<file path="config.mk">
export PLATFORM = sky130hd
export DESIGN_NAME = rtos_readylist
export DESIGN_NICKNAME = d
export VERILOG_FILES = /design/src/rtl/rtos_pkg.sv /design/src/rtl/rtos_tickgen.sv /design/src/rtl/rtos_readylist.sv
export SDC_FILE = /design/constraint.sdc
export NUM_CORES = 1
export LEC_CHECK = 0
export BUFFER_PORTS_ARGS = -buffer_cell sky130_fd_sc_hd__buf_2
export CAP_MARGIN = 40
export CORE_MARGIN = 3
export CORE_UTILIZATION = 55
export CTS_CLUSTER_SIZE = 40
export DETAILED_ROUTE_END_ITERATION = 10
export GPL_TIMING_DRIVEN = 0
export PLACE_DENSITY_LB_ADDON = 0.15
export SLEW_MARGIN = 20
export SYNTH_ARGS = -nofsm -noshare
export SYNTH_HDL_FRONTEND = slang
export SYNTH_SLANG_ARGS = --single-unit
</file>
<file path="constraint.sdc">
create_clock -name aclk -period 6.18 [get_ports aclk]
set_input_delay 0.309 -clock aclk [delete_from_list [all_inputs] [get_ports aclk]]
set_output_delay 0.309 -clock aclk [all_outputs]
set_load 0.1 [all_outputs]
</file>
<file path="src/rtl/rtos_pkg.sv">
// Shared encodings, widths and the per-slot scan step for the ready-list scheduler.
package rtos_pkg;

  localparam int SLOT_W = 4;
  localparam int PRI_W  = 6;
  localparam int PTR_W  = 8;

  typedef enum logic [1:0] {
    OP_NOP    = 2'b00,
    OP_READY  = 2'b01,
    OP_BLOCK  = 2'b10,
    OP_SETPRI = 2'b11
  } cmd_op_e;

  typedef enum logic [1:0] {
    ST_IDLE    = 2'd0,
    ST_SCAN    = 2'd1,
    ST_PUBLISH = 2'd2
  } state_e;

  typedef struct packed {
    logic              found;
    logic              nx_vld;
    logic [PRI_W-1:0]  pri;
    logic [SLOT_W-1:0] hp;
    logic [SLOT_W-1:0] nx;
  } scan_acc_t;

  // nx mirrors hp until a same-priority slot above rr is seen, so it is
  // always the round-robin successor (with wrap) once the scan completes.
  function automatic scan_acc_t scan_step(input scan_acc_t         a,
                                          input logic              rdy,
                                          input logic [PRI_W-1:0]  pri,
                                          input logic [SLOT_W-1:0] idx,
                                          input logic [SLOT_W-1:0] rr);
    scan_acc_t n;
    n = a;
    if (rdy) begin
      if (!a.found || pri > a.pri) begin
        n.found  = 1'b1;
        n.pri    = pri;
        n.hp     = idx;
        n.nx     = idx;
        n.nx_vld = (idx > rr);
      end else if (pri == a.pri && !a.nx_vld && idx > rr) begin
        n.nx     = idx;
        n.nx_vld = 1'b1;
      end
    end
    return n;
  endfunction

endpackage

</file>
<file path="src/rtl/rtos_tickgen.sv">
// Free-running system tick divider: one-cycle pulse every TICK_DIV clocks.
module rtos_tickgen #(
  parameter int TICK_DIV = 1000
) (
  input  logic aclk,
  input  logic aresetn,
  output logic tick_out
);

  localparam int CW = (TICK_DIV > 1) ? $clog2(TICK_DIV) : 1;
  localparam logic [CW-1:0] TERM = CW'(TICK_DIV - 1);

  logic [CW-1:0] r_cnt;

  always_ff @(posedge aclk or negedge aresetn) begin
    if (!aresetn)            r_cnt <= '0;
    else if (r_cnt == TERM)  r_cnt <= '0;
    else                     r_cnt <= r_cnt + CW'(1);
  end

  assign tick_out = (r_cnt == TERM);

endmodule

</file>
<file path="src/rtl/rtos_readylist.sv">
// RTOS ready list: slot table plus a sequential one-slot-per-cycle scan that
// publishes the highest ready priority, its first slot and the round-robin successor.
module rtos_readylist
  import rtos_pkg::*;
#(
  parameter int NUM_SLOTS = 16,
  parameter int TICK_DIV  = 1000
) (
  input  logic       aclk,
  input  logic       aresetn,
  input  logic       cmd_valid,
  output logic       cmd_ready,
  input  logic [1:0] cmd_op,
  input  logic [3:0] cmd_slot,
  input  logic [5:0] cmd_pri,
  output logic       tick_out,
  output logic [5:0] highpriority_out,
  output logic [7:0] ptr_hpritask_out,
  output logic [7:0] ptr_nexttask_out,
  output logic       any_ready_out
);

  localparam logic [SLOT_W-1:0] LAST_IDX = SLOT_W'(NUM_SLOTS - 1);

  logic                              w_tick;
  logic                              w_accept;
  scan_acc_t                         w_acc_nxt;

  logic [NUM_SLOTS-1:0]              r_rdy;
  logic [NUM_SLOTS-1:0][PRI_W-1:0]   r_pri;
  state_e                            r_state;
  logic                              r_cmd_ready;
  logic                              r_tick_pend;
  logic [SLOT_W-1:0]                 r_rr;
  logic [SLOT_W-1:0]                 r_idx;
  scan_acc_t                         r_acc;
  logic [PRI_W-1:0]                  r_hpri;
  logic [SLOT_W-1:0]                 r_hp;
  logic [SLOT_W-1:0]                 r_nx;
  logic                              r_any;

  rtos_tickgen #(.TICK_DIV(TICK_DIV)) u_tickgen (
    .aclk     (aclk),
    .aresetn  (aresetn),
    .tick_out (w_tick)
  );

  assign w_accept  = cmd_valid & r_cmd_ready;
  assign w_acc_nxt = scan_step(r_acc, r_rdy[r_idx], r_pri[r_idx], r_idx, r_rr);

  // Slot table: only written by an accepted command, i.e. only while idle.
  always_ff @(posedge aclk or negedge aresetn) begin
    if (!aresetn) begin
      r_rdy <= '0;
      r_pri <= '0;
    end else if (w_accept) begin
      for (int i = 0; i < NUM_SLOTS; i++) begin
        if (cmd_slot == SLOT_W'(i)) begin
          case (cmd_op_e'(cmd_op))
            OP_READY: begin
              r_rdy[i] <= 1'b1;
              r_pri[i] <= cmd_pri;
            end
            OP_BLOCK:  r_rdy[i] <= 1'b0;
            OP_SETPRI: r_pri[i] <= cmd_pri;
            default: ;
          endcase
        end
      end
    end
  end

  always_ff @(posedge aclk or negedge aresetn) begin
    if (!aresetn) begin
      r_state     <= ST_IDLE;
      r_cmd_ready <= 1'b1;
      r_tick_pend <= 1'b0;
      r_rr        <= '0;
      r_idx       <= '0;
      r_acc       <= '0;
      r_hpri      <= '0;
      r_hp        <= '0;
      r_nx        <= '0;
      r_any       <= 1'b0;
    end else begin
      // A tick in any state is remembered; repeated ticks merge into one flag.
      if (w_tick) begin
        r_rr        <= r_nx;
        r_tick_pend <= 1'b1;
      end
      case (r_state)
        ST_IDLE: begin
          r_idx <= '0;
          r_acc <= '0;
          if (w_accept || r_tick_pend) begin
            r_state     <= ST_SCAN;
            r_cmd_ready <= 1'b0;
            if (!w_tick) r_tick_pend <= 1'b0;
          end
        end
        ST_SCAN: begin
          r_acc <= w_acc_nxt;
          r_idx <= r_idx + SLOT_W'(1);
          if (r_idx == LAST_IDX) r_state <= ST_PUBLISH;
        end
        ST_PUBLISH: begin
          r_hpri      <= r_acc.pri;
          r_hp        <= r_acc.hp;
          r_nx        <= r_acc.nx;
          r_any       <= r_acc.found;
          r_state     <= ST_IDLE;
          r_cmd_ready <= 1'b1;
        end
        default: begin
          r_state     <= ST_IDLE;
          r_cmd_ready <= 1'b1;
        end
      endcase
    end
  end

  assign cmd_ready        = r_cmd_ready;
  assign tick_out         = w_tick;
  assign highpriority_out = r_hpri;
  assign ptr_hpritask_out = {{(PTR_W-SLOT_W){1'b0}}, r_hp};
  assign ptr_nexttask_out = {{(PTR_W-SLOT_W){1'b0}}, r_nx};
  assign any_ready_out    = r_any;

endmodule

</file>
* After elaboration in Yosys (flattened, before gate mapping)
Cells that the tools add are included.
** Word-level totals
- Bits in registers :: 165
- Input port bits :: 15
- Logic and storage cells :: 153
** Operators by class
- $add $sub $neg :: 2
- Magnitude comparators :: 3
- Equality and inequality tests :: 28
- Mux-type cells :: 24
- Bitwise logic cells :: 2
- Reductions and logical operators :: 47
** Operators with widths (count)
- 3-bit AND reduction :: 34
- 4-bit == test, second input constant :: 9
- 16-bit case mux with 2 select lines :: 1
- 6-bit binary-select mux with 4-bit select :: 1
- 10-bit 2-to-1 mux :: 2
- 4-bit by 3-bit == test with 1-bit output, second input constant :: 4
- 16-bit 2-to-1 mux :: 1
- 10-bit by 1-bit adder with 10-bit output, second input constant :: 1
- 10-bit == test, second input constant :: 1
- 1-bit 2-to-1 mux :: 9
- 4-bit by 2-bit == test with 1-bit output, second input constant :: 2
- 4-bit 2-to-1 mux :: 2
- 2-bit inequality test, second input constant :: 4
- 4-bit case mux with 2 select lines :: 1
- 2-bit == test, second input constant :: 3
- 6-bit == test :: 1
- 6-bit greater-than comparator :: 1
- 6-bit 2-to-1 mux :: 1
- 4-bit by 5-bit < comparator with 1-bit output, second input constant :: 1
- 4-bit by 1-bit adder with 4-bit output, second input constant :: 1
- 1-bit binary-select mux with 4-bit select :: 1
- 2-bit by 1-bit == test with 1-bit output, second input constant :: 2
- 4-bit by 1-bit == test with 1-bit output, second input constant :: 1
- 4-bit greater-than comparator :: 1
- 14 further kinds :: 21

* Depth between registers and ports, before layout
Gate-level depths: netlist of run 1.
- Depth in word-level cells :: 9
- Gate-level depth with buffers :: 14

* Cells and area by module
Synthesis of run 1 repeated with hierarchy kept, for this count alone.
** Second synthesis, totals
- Cell total of the unflattened synthesis :: 607
- Area total of the unflattened synthesis :: 7805.0 um^2
** By module, submodules not included
- rtos_readylist :: instances 1, cells each 563, area each 7310.8 um^2, seq. area each 3880.0 um^2
- rtos_tickgen :: instances 1, cells each 44, area each 494.2 um^2, seq. area each 250.2 um^2

* Worst setup path before layout of run 1
Ideal clock, no wire load.
- Path kind :: register -> register
- Start point :: register r_idx[1]
- End point :: register r_acc[14] (netlist name)
- Library setup time :: 124 ps
- Data arrival time :: 3318 ps
- Path slack :: 2738 ps
- Cell stages (with the launch flop) :: 13
- Path buffers :: 2
- Cells stage by stage :: dfrtp_1 > buf_2 > clkbuf_1 > mux4_2 > a22o_1 > a221o_1 > ha_1 > nand4_1 > a21oi_1 > o32a_1 > o31ai_2 > nor3_1 > a211o_1
** Between the ends
- Longest elaborated chain between the ends :: 7
- Elaborated cells between the ends (all ways) :: 16
** Ends and longest elaborated chain
- start, declared :: line rtos_readylist.sv:35 : logic [SLOT_W-1:0] r_idx;
- start signal, assigned :: line rtos_readylist.sv:103 : r_idx <= r_idx + SLOT_W'(1);
- 6-bit binary-select mux with 4-bit select :: line rtos_readylist.sv:49 : assign w_acc_nxt = scan_step(r_acc, r_rdy[r_idx], r_pri[r_idx], r_idx, r_rr);
- 6-bit 2-to-1 mux (not written as such) :: line rtos_readylist.sv:49
- 6-bit greater-than comparator or 6-bit == test (tied branches) :: line rtos_pkg.sv:39, rtos_pkg.sv:45
- 1-bit logical OR or 1-bit logical AND (tied branches) :: line rtos_pkg.sv:39, rtos_pkg.sv:45
- 1-bit 2-to-1 mux or 1-bit logical AND (tied branches) :: line rtos_pkg.sv:39, rtos_pkg.sv:45
- 16-bit 2-to-1 mux or 3-bit inequality test (tied branches)
- 16-bit case mux with 2 select lines or 3-bit AND reduction (tied branches)
- end signal, assigned :: line rtos_readylist.sv:102 : r_acc <= w_acc_nxt;
- end, declared :: line rtos_readylist.sv:36 : scan_acc_t r_acc;
Parallel ways exist; a longest one is shown, timed or not. The select of a mux whose other input is x is not followed.
A chain may end at the register's enable or synchronous reset.

* Final worst setup path of run 1
Same ends and word-level chain as after synthesis.

==> results.sh, run 1 <==
export IMPL_start_util_pct=57.70
export IMPL_ios=40
export IMPL_arrival_ns=4.74
export IMPL_synth_top_area_share_pct=52.46
export IMPL_min_period_over_period_pct=71.64
export IMPL_ys_ff_latch=165
export IMPL_antennaDiodeCount=0
export IMPL_finalHoldViolCount=0
export IMPL_placedCellCount=805
export IMPL_cp_top_family="compound AO/OA/AOI/OAI gates"
export IMPL_wire_per_inst_um=19.19
export IMPL_end_kind="flip-flop"
export IMPL_crit_type="flip-flop to flip-flop"
export IMPL_cts_path_max_buffers=2
export IMPL_synth_edf_count=0
export IMPL_cp_startpoint="r_idx[1]"
export IMPL_mostFrequentLayoutCell="dfrtp_1"
export IMPL_crit_buf_inv=2
export IMPL_cts_setup_buffers=0
export IMPL_r2r_start="r_idx[1]"
export IMPL_gp_congestion=0.8418
export IMPL_grt_usage_pct=21.85
export IMPL_area_growth_synth_to_final_pct=13.15
export IMPL_final_antenna_net_count=0
export IMPL_ys_flop_type="dfrtp_1"
export IMPL_synth_area_um2=7823
export IMPL_drt_iter0_drc=306
export IMPL_tightest_slew_ns=0.7405
export IMPL_cts_hold_buffers=1
export IMPL_synth_area_leaders="dfrtp_1 (52%), mux2_2 (15%), mux4_1 (5.7%), mux4_2 (3.2%), ha_1 (2.4%)"
export IMPL_cts_root_buf="clkbuf_16"
export IMPL_clock_fmax_mhz=225.9
export IMPL_avgSynthCellArea_um2=13.28
export IMPL_startpoint_type="flip-flop"
export IMPL_dieWidth_um=125.3
export IMPL_yosys_area_top_type="dfrtp_1"
export IMPL_cts_htree_levels=4
export IMPL_io_buffers=31
export IMPL_fp_dieH_um=125.3
export IMPL_coreArea_um2=13560
export IMPL_async_flop_share_pct=100.0
export IMPL_hold_slack_ns=0.2123
export IMPL_slew_headroom_pct=50.63
export IMPL_finalCriticalPeriod_ns=4.427
export IMPL_multiInputGateArea_um2=3445
export IMPL_max_cap_violations=0
export IMPL_worst_path_largest_cell_delay_ns=0.61
export IMPL_cts_tree="built"
export IMPL_total_leakage_power_nw=4.297
export IMPL_min_path_type="input pin to flip-flop"
export IMPL_gr_total_overflow=0
export IMPL_drt_pass1_iterations=4
export IMPL_status="finished clean"
export IMPL_fin_setup_tns_ns=0
export IMPL_layout_drive_gt1_share_pct=30.15
export IMPL_path_clk_slew_ns=0.06
export IMPL_place_hpwl_mm=11.28
export IMPL_fillers=991
export IMPL_antenna_found_initial=0
export IMPL_reg2reg_to="r_acc[14]"
export IMPL_grt_max_degree=101
export IMPL_ctsResizeCount=0
export IMPL_crit_path_top_delay_cell="clkbuf_1"
export IMPL_rows=42
export IMPL_seqCellArea_um2=4130
export IMPL_ys_seq_area_share_pct=52.80
export IMPL_worstRegToRegCells=12
export IMPL_routed_wl_mm=16.04
export IMPL_required_ns=6.49
export IMPL_path_max_fanout=10
export IMPL_mostFrequentLayoutCells="dfrtp_1 (164), mux2_2 (105), buf_2 (35), nor2_1 (31), o21ai_0 (31)"
export IMPL_grt_pass1_vias=5239
export IMPL_die_area_um2=15690
export IMPL_setup_viol_count_final=0
export IMPL_worstSetupEndpoint="r_acc[14]"
export IMPL_fin_nets=679
export IMPL_power_density_nw_per_um2=247.7
export IMPL_cp_cell_sequence="buf_2 > clkbuf_1 > mux4_2 > a22o_1 > a221o_1 > ha_1 > nand4_1 > a21oi_1 > o32a_1 > o31ai_2 > nor3_1 > a211o_1"
export IMPL_numCtsBuffers=17
export IMPL_rrSetupSlack_ns=1.75
export IMPL_clkLatencyLatePin_ns=0.43
export IMPL_grt_pass1_wl_mm=27.34
export IMPL_yosysWarnings=0
export IMPL_fin_worst_skew_ns=0.01201
export IMPL_ys_types=51
export IMPL_ir_drop_mv=0.1920
export IMPL_numClockSinks=165
export IMPL_slew_violations=0
export IMPL_rsz0062_at_grt="false"
export IMPL_drc=0
export IMPL_vias_per_cell=5.923
export IMPL_final_cells=836
export IMPL_vias=4952
export IMPL_cp_num_cells=12
export IMPL_synth_cells=589
## logic make-up after synthesis
kind of cell	share of synthesized area (%)
compound gates	8.109
xor+xnor	0.8956
fa+ha+maj	2.399
buf+inv	3.503
flops	52.80
mux	24.98
other cells	0.04794
simple gates	7.262
## flip-flops by register name (all words and copies together) (netlist names), 2 cells and up
register,count
r_pri,96
r_acc,16
r_rdy,16
u_tickgen.r_cnt,10
highpriority_out,6
r_hp,4
r_idx,4
r_nx,4
r_rr,4
r_state,2
## worst min path at each step
stage          cells past startpoint  slack [ns]                  end           startpoint
2_1_floorplan                      0        0.01        any_ready_out              aresetn
3_3_place_gp                       2        0.46  highpriority_out[2]  highpriority_out[2]
3_5_place_dp                       1        0.30              r_rr[2]              aresetn
4_1_cts                            2        0.20            r_pri[71]           cmd_pri[5]
5_1_grt                            2        0.21            r_pri[71]           cmd_pri[5]
6_report                           2        0.21            r_pri[89]           cmd_pri[5]
## synth_stat cells (2+ instances only)
cell and instances:
a21o_1 2, a21oi_1 7, a221o_1 5, a22o_1 12, and3_1 4, buf_1 9, buf_12 2, buf_2 4
buf_4 8, clkbuf_1 14, dfrtp_1 164, ha_1 15, inv_1 15, mux2_1 3, mux2_2 105, mux2i_1 3
mux4_1 17, mux4_2 11, nand2_1 26, nand2b_1 9, nand3_1 17, nand3b_1 3, nand4_1 3, nor2_1 31
nor2b_1 7, nor3_1 4, nor3_2 2, o211ai_1 7, o21ai_0 31, o21bai_1 2, o31ai_1 17, or3_1 5
xnor2_1 4, xor2_1 4
## layout make-up
type,count,area share [%]
well taps,176,2.488
clock inverters,9,1.173
multi-input cells,378,38.92
flip-flops and latches,165,46.66
repair buffers,34,2.347
clock buffers,21,5.315
plain buffers,38,2.460
inverters,15,0.6361
## routing by layer
metal  vias to the layer above  GRT usage (%)  wire length (um)
met2                        85          35.46              7821
li1                       2283              -                 -
met4                         0          5.230               206
met5                         -              0                 0
met1                      2569          29.75              7485
met3                        15          5.928               525
## report_power, final
| part | total (mW) | internal [mW] | switching [mW] |
|---|---|---|---|
| registers | 1.08 | 1.08 | 0 |
| logic | 0.0770 | 0.0136 | 0.0633 |
| clock network | 1.03 | 0.620 | 0.415 |
## per-stage QoR
stage               utilization [%]  worst slack (ns)  instance area (um2)  total power, mW
finish                        65.28             1.753                 8851            2.192
global route                  65.28             1.678                 8851            2.270
global placement              60.66             1.870                 8224            1.173
detailed placement            60.97             1.863                 8267            1.178
floorplan                         -             2.738                 7849            1.138
CTS                           65.28             1.841                 8851            2.214
Power figures use the tool's default switching activity.
==> run 2: changes to the inputs <==
clock period = 4.2 ns   (was 6.18 ns; I/O delays follow)
==> results.sh, run 2 (synthesis results as in run 1) <==
export IMPL_end_kind="flip-flop"
export IMPL_min_path_type="input pin to flip-flop"
export IMPL_fp_dieH_um=125.3
export IMPL_tightest_slew_ns=0.7072
export IMPL_antenna_found_initial=0
export IMPL_total_leakage_power_nw=4.305
export IMPL_mostFrequentLayoutCells="dfrtp_1 (164), mux2_2 (105), buf_2 (35), nor2_1 (31), o21ai_0 (31)"
export IMPL_largest_reg_flops=96
export IMPL_required_ns=4.51
export IMPL_grt_pass1_vias=5239
export IMPL_gp_congestion=0.8418
export IMPL_wire_per_inst_um=19.17
export IMPL_gr_total_overflow=0
export IMPL_crit_type="flip-flop to flip-flop"
export IMPL_finalCriticalPeriod_ns=4.020
export IMPL_cts_tree="built"
export IMPL_coreArea_um2=13560
export IMPL_path_max_fanout=10
export IMPL_p_comb_share_pct=3.5
export IMPL_total_power_mw=3.225
export IMPL_io_buffers=31
export IMPL_ir_drop_mv=0.2829
export IMPL_slew_violations=0
export IMPL_arrival_ns=4.33
export IMPL_status="finished clean"
export IMPL_largest_register="r_pri"
export IMPL_start_util_pct=57.70
export IMPL_min_period_over_period_pct=95.72
export IMPL_placed_area_um2=8267
export IMPL_seqPwrFrac_pct=49.3
export IMPL_fin_worst_skew_ns=0.009694
export IMPL_fillers=989
export IMPL_layout_drive_gt1_share_pct=30.45
export IMPL_finalHoldViolCount=0
export IMPL_power_share_clock_pct=47.2
export IMPL_grt_max_degree=101
export IMPL_numClockSinks=165
export IMPL_area_growth_synth_to_final_pct=13.29
export IMPL_power_density_nw_per_um2=363.9
export IMPL_rsz0062_at_grt="false"
export IMPL_hold_slack_ns=0.1139
export IMPL_routed_wl_mm=16.02
export IMPL_numCtsBuffers=17
export IMPL_clkLatencyLatePin_ns=0.43
export IMPL_mostFrequentLayoutCell="dfrtp_1"
export IMPL_path_clk_slew_ns=0.06
export IMPL_p_int_mw=2.521
export IMPL_cts_root_buf="clkbuf_16"
export IMPL_place_hpwl_mm=11.28
export IMPL_largest_registers="r_pri: 96 flops, r_acc: 16 flops, r_rdy: 16 flops"
export IMPL_power_switching_mw=0.7032
export IMPL_grt_pass1_wl_mm=27.34
export IMPL_slew_headroom_pct=52.68
export IMPL_final_antenna_net_count=0
export IMPL_fin_setup_tns_ns=0
export IMPL_antennaDiodeCount=0
export IMPL_drt_pass1_iterations=4
export IMPL_clock_fmax_mhz=248.7
export IMPL_ios=40
export IMPL_dieWidth_um=125.3
export IMPL_fin_nets=679
export IMPL_startpoint_type="flip-flop"
export IMPL_grt_usage_pct=21.85
export IMPL_cts_path_max_buffers=2
export IMPL_cts_htree_levels=4
export IMPL_drt_iter0_drc=308
export IMPL_drc=0
export IMPL_vias=4949
export IMPL_rows=42
export IMPL_switching_share_pct=21.81
export IMPL_vias_per_cell=5.920
export IMPL_max_cap_violations=0
export IMPL_setup_viol_count_final=0
export IMPL_fin_area_um2=8862
export IMPL_cts_setup_buffers=0
export IMPL_die_area_um2=15690
==> run 2: cell types whose count changed in the layout (fill, tap and decap cells not counted) <==
cell / before / now
clkbuf_2: 0 / 2
buf_1: 9 / 8
clkbuf_1: 15 / 14
o31ai_2: 1 / 0
o31ai_4: 0 / 1
==> run 2: stage by stage <==
| stage | worst slack, ns | utilization [%] | instances |
|---|---|---|---|
| 4_1_cts | 0.1122 | 65.29 | 836 |
| 3_3_place_gp | -0.1096 | 60.66 | 803 |
| 5_1_grt | 0.06076 | 65.37 | 836 |
| 3_5_place_dp | -0.1168 | 60.97 | 805 |
| 2_1_floorplan | 0.7577 | - | 596 |
| 6_report | 0.1798 | 65.37 | 836 |
==> run 2: power groups by stage <==
stage | logic (mW) | registers [mW] | clock network, mW
finish | 0.113 | 1.59 | 1.52
global route | 0.125 | 1.59 | 1.63
CTS | 0.115 | 1.59 | 1.55
detailed placement | 0.114 | 1.62 | 0
global placement | 0.106 | 1.62 | 0
floorplan | 0.0547 | 1.62 | 0
==> run 2: path summary, 6_finish.rpt <==
path,to,cells past startpoint,startpoint,slack [ns]
worst max register to register,r_acc[14],12,r_idx[1],0.18
max in group asynchronous,highpriority_out[4],3,aresetn,3.02
min in group asynchronous,r_rr[1],2,aresetn,0.34
worst min register to register,highpriority_out[5],2,highpriority_out[5],0.47
worst max-delay path,r_acc[14],12,r_idx[1],0.18
worst min-delay path,r_pri[95],2,cmd_pri[5],0.11
==> run 2: final cells by class <==
cell class / count / area, um2 / area share [%]
Buffer: 38 / 220.2 / 2.485
Clock buffer: 21 / 470.5 / 5.308
Inverter: 15 / 56.30 / 0.6353
Sequential cell: 165 / 4130 / 46.60
Multi-Input combinational cell: 378 / 3453 / 38.97
Clock inverter: 9 / 103.9 / 1.172
Timing Repair Buffer: 34 / 207.7 / 2.344
Tap cell: 176 / 220.2 / 2.485
==> run 2: what timing repair did <==
item | in CTS | in global routing
endpoints found under the setup margin | 2 | 1
gates cloned | 0 | 0
hold buffers | 1 | 0
resized for setup | 1 | 2
hold endpoints to repair | 64 | 0
==> run 2: per-layer routing <==
metal  vias up  track usage, %  wire [um]  share of wire, %
met1      2569           29.75       7469                47
met2        82           35.46       7796                49
met5         -               0          0                 0
met3        15           5.928        556               3.5
met4         0           5.230        199               1.2
li1       2283               -          -                 -
==> run 2: worst max-delay path, cell delays in order, from the launching register on <==
cell	delay, ns
dfrtp_1	0.48
buf_2	0.33
clkbuf_2	0.38
mux4_2	0.37
a22o_1	0.22
a221o_1	0.31
ha_1	0.32
nand4_1	0.18
a21oi_1	0.08
o32a_1	0.44
o31ai_4	0.41
nor3_1	0.09
a211o_1	0.28
==> run 3: changes to the inputs <==
REMOVE_ABC_BUFFERS = 1   (was default)
==> results.sh, run 3 (synthesis results as in run 1) <==
export IMPL_status="finished clean"
export IMPL_cp_startpoint="r_idx[0]"
export IMPL_min_path_type="input pin to flip-flop"
export IMPL_clkLatencyLatePin_ns=0.42
export IMPL_worstRegToRegCells=11
export IMPL_path_max_fanout=21
export IMPL_layout_drive_gt1_share_pct=30.83
export IMPL_r2r_start="r_idx[0]"
export IMPL_rrSetupSlack_ns=0.19
export IMPL_crit_buf_inv=1
export IMPL_start_util_pct=57.70
export IMPL_clock_fmax_mhz=249.5
export IMPL_min_period_over_period_pct=95.44
export IMPL_wl_met2_mm=7.600
export IMPL_mostFrequentLayoutCell="dfrtp_1"
export IMPL_io_buffers=31
export IMPL_total_leakage_power_nw=4.200
export IMPL_cp_num_cells=11
export IMPL_fp_dieH_um=125.3
export IMPL_fin_setup_tns_ns=0
export IMPL_numCtsBuffers=17
export IMPL_wire_per_inst_um=19.24
export IMPL_ios=40
export IMPL_coreArea_um2=13560
export IMPL_reg2reg_to="r_acc[14]"
export IMPL_rsz0062_at_grt="false"
export IMPL_dieWidth_um=125.3
export IMPL_rows=42
export IMPL_finalHoldViolCount=0
export IMPL_wl_met3_um=770
export IMPL_area_growth_synth_to_final_pct=11.31
export IMPL_grt_pass1_wl_mm=25.94
export IMPL_end_kind="flip-flop"
export IMPL_largest_reg_flops=96
export IMPL_fin_nets=644
export IMPL_hold_slack_ns=0.1614
export IMPL_drt_iter0_drc=499
export IMPL_path_clk_slew_ns=0.06
export IMPL_ir_drop_mv=0.2858
export IMPL_cts_path_max_buffers=2
export IMPL_grt_max_degree=95
export IMPL_fin_worst_skew_ns=0.008334
export IMPL_arrival_ns=4.31
export IMPL_grt_usage_pct=20.90
export IMPL_setup_viol_count_final=0
export IMPL_worst_path_largest_cell_delay_ns=0.62
export IMPL_largest_register="r_pri"
export IMPL_cts_htree_levels=4
export IMPL_crit_path_top_delay_cell="mux4_1"
export IMPL_routed_wl_mm=15.43
export IMPL_final_antenna_net_count=0
export IMPL_worstSetupEndpoint="r_acc[14]"
export IMPL_largest_registers="r_pri: 96 flops, r_acc: 16 flops, r_rdy: 16 flops"
export IMPL_antennaDiodeCount=0
export IMPL_fillers=1029
export IMPL_cts_tree="built"
export IMPL_grt_pass1_vias=4891
export IMPL_vias_per_cell=5.986
export IMPL_startpoint_type="flip-flop"
export IMPL_tightest_slew_ns=0.8101
export IMPL_vias=4801
export IMPL_cp_cell_sequence="buf_12 > mux4_1 > a22o_1 > a221o_1 > ha_1 > nand4_1 > a21oi_1 > o32a_1 > o31ai_4 > nor3_1 > a211o_1"
export IMPL_finalCriticalPeriod_ns=4.009
export IMPL_gp_congestion=0.8342
export IMPL_wl_met1_mm=6.945
export IMPL_cts_setup_buffers=0
export IMPL_crit_type="flip-flop to flip-flop"
export IMPL_cp_top_family="compound AO/OA/AOI/OAI gates"
export IMPL_numClockSinks=165
export IMPL_slew_headroom_pct=45.99
export IMPL_cts_root_buf="clkbuf_16"
export IMPL_die_area_um2=15690
export IMPL_drc=0
export IMPL_gr_total_overflow=0
export IMPL_power_density_nw_per_um2=368.9
export IMPL_place_hpwl_mm=10.26
export IMPL_drt_pass1_iterations=5
export IMPL_max_cap_violations=0
export IMPL_required_ns=4.50
export IMPL_highest_layer="met4"
export IMPL_mostFrequentLayoutCells="dfrtp_1 (162), mux2_2 (105), nor2_1 (31), o21ai_0 (31), buf_2 (31)"
export IMPL_antenna_found_initial=0
export IMPL_slew_violations=0
-- run 3: worst min-delay path by stage --
stage                  startpoint             to  slack [ns]  cells after the start
global route            cmd_valid      cmd_ready        0.20                      4
finish                  cmd_valid      cmd_ready        0.16                      4
floorplan                 aresetn  any_ready_out       -0.09                      0
global placement    any_ready_out  any_ready_out        0.46                      2
detailed placement        aresetn       r_acc[5]        0.21                      1
CTS                     cmd_valid      cmd_ready        0.16                      4
-- run 3: stage by stage --
step	setup WS, ns	util, %	instance area, um2	instances	power, mW
5_1_grt	0.03091	64.22	8707	802	3.337
4_1_cts	0.06289	64.06	8686	801	3.243
3_3_place_gp	-1.010	59.05	8006	765	1.719
2_1_floorplan	0.03604	-	7631	558	1.662
6_report	0.1914	64.22	8707	802	3.212
3_5_place_dp	-0.1732	59.63	8084	769	1.726
-- run 3: worst reg2reg max path, cell delays in order (launching register included) --
cell and delay (ns):
dfrtp_4 0.59, buf_12 0.25, mux4_1 0.64, a22o_1 0.29, a221o_1 0.32, ha_1 0.31, nand4_1 0.17, a21oi_1 0.06
o32a_1 0.46, o31ai_4 0.45, nor3_1 0.10, a211o_1 0.27
-- run 3: where the power goes --
part           switching, mW  total (mW)  internal, mW
clock                  0.638        1.52         0.879
combinational         0.0925       0.106        0.0133
sequential                 0        1.59          1.59
-- run 3: cell type report --
class	count	area (um2)	share of cell area [%]
flip-flops and latches	165	4135	47.49
clock inverters	14	153.9	1.768
well taps	176	220.2	2.529
clock buffers	17	425.4	4.886
inverters	15	56.30	0.6466
multi-input cells	378	3470	39.85
repair buffers	37	246.5	2.831
-- run 3: timing repair --
action | CTS | global route
setup endpoints to repair | 6 | 8
endpoints found under the hold margin | 71 | 0
hold buffers | 1 | 0
resized for setup | 2 | 2
-- run 3: per-layer routing --
layer | up-vias | track usage (%)
li1 | 2214 | -
met3 | 10 | 4.861
met4 | 0 | 6.122
met1 | 2483 | 29.48
met5 | - | 0
met2 | 94 | 32.87
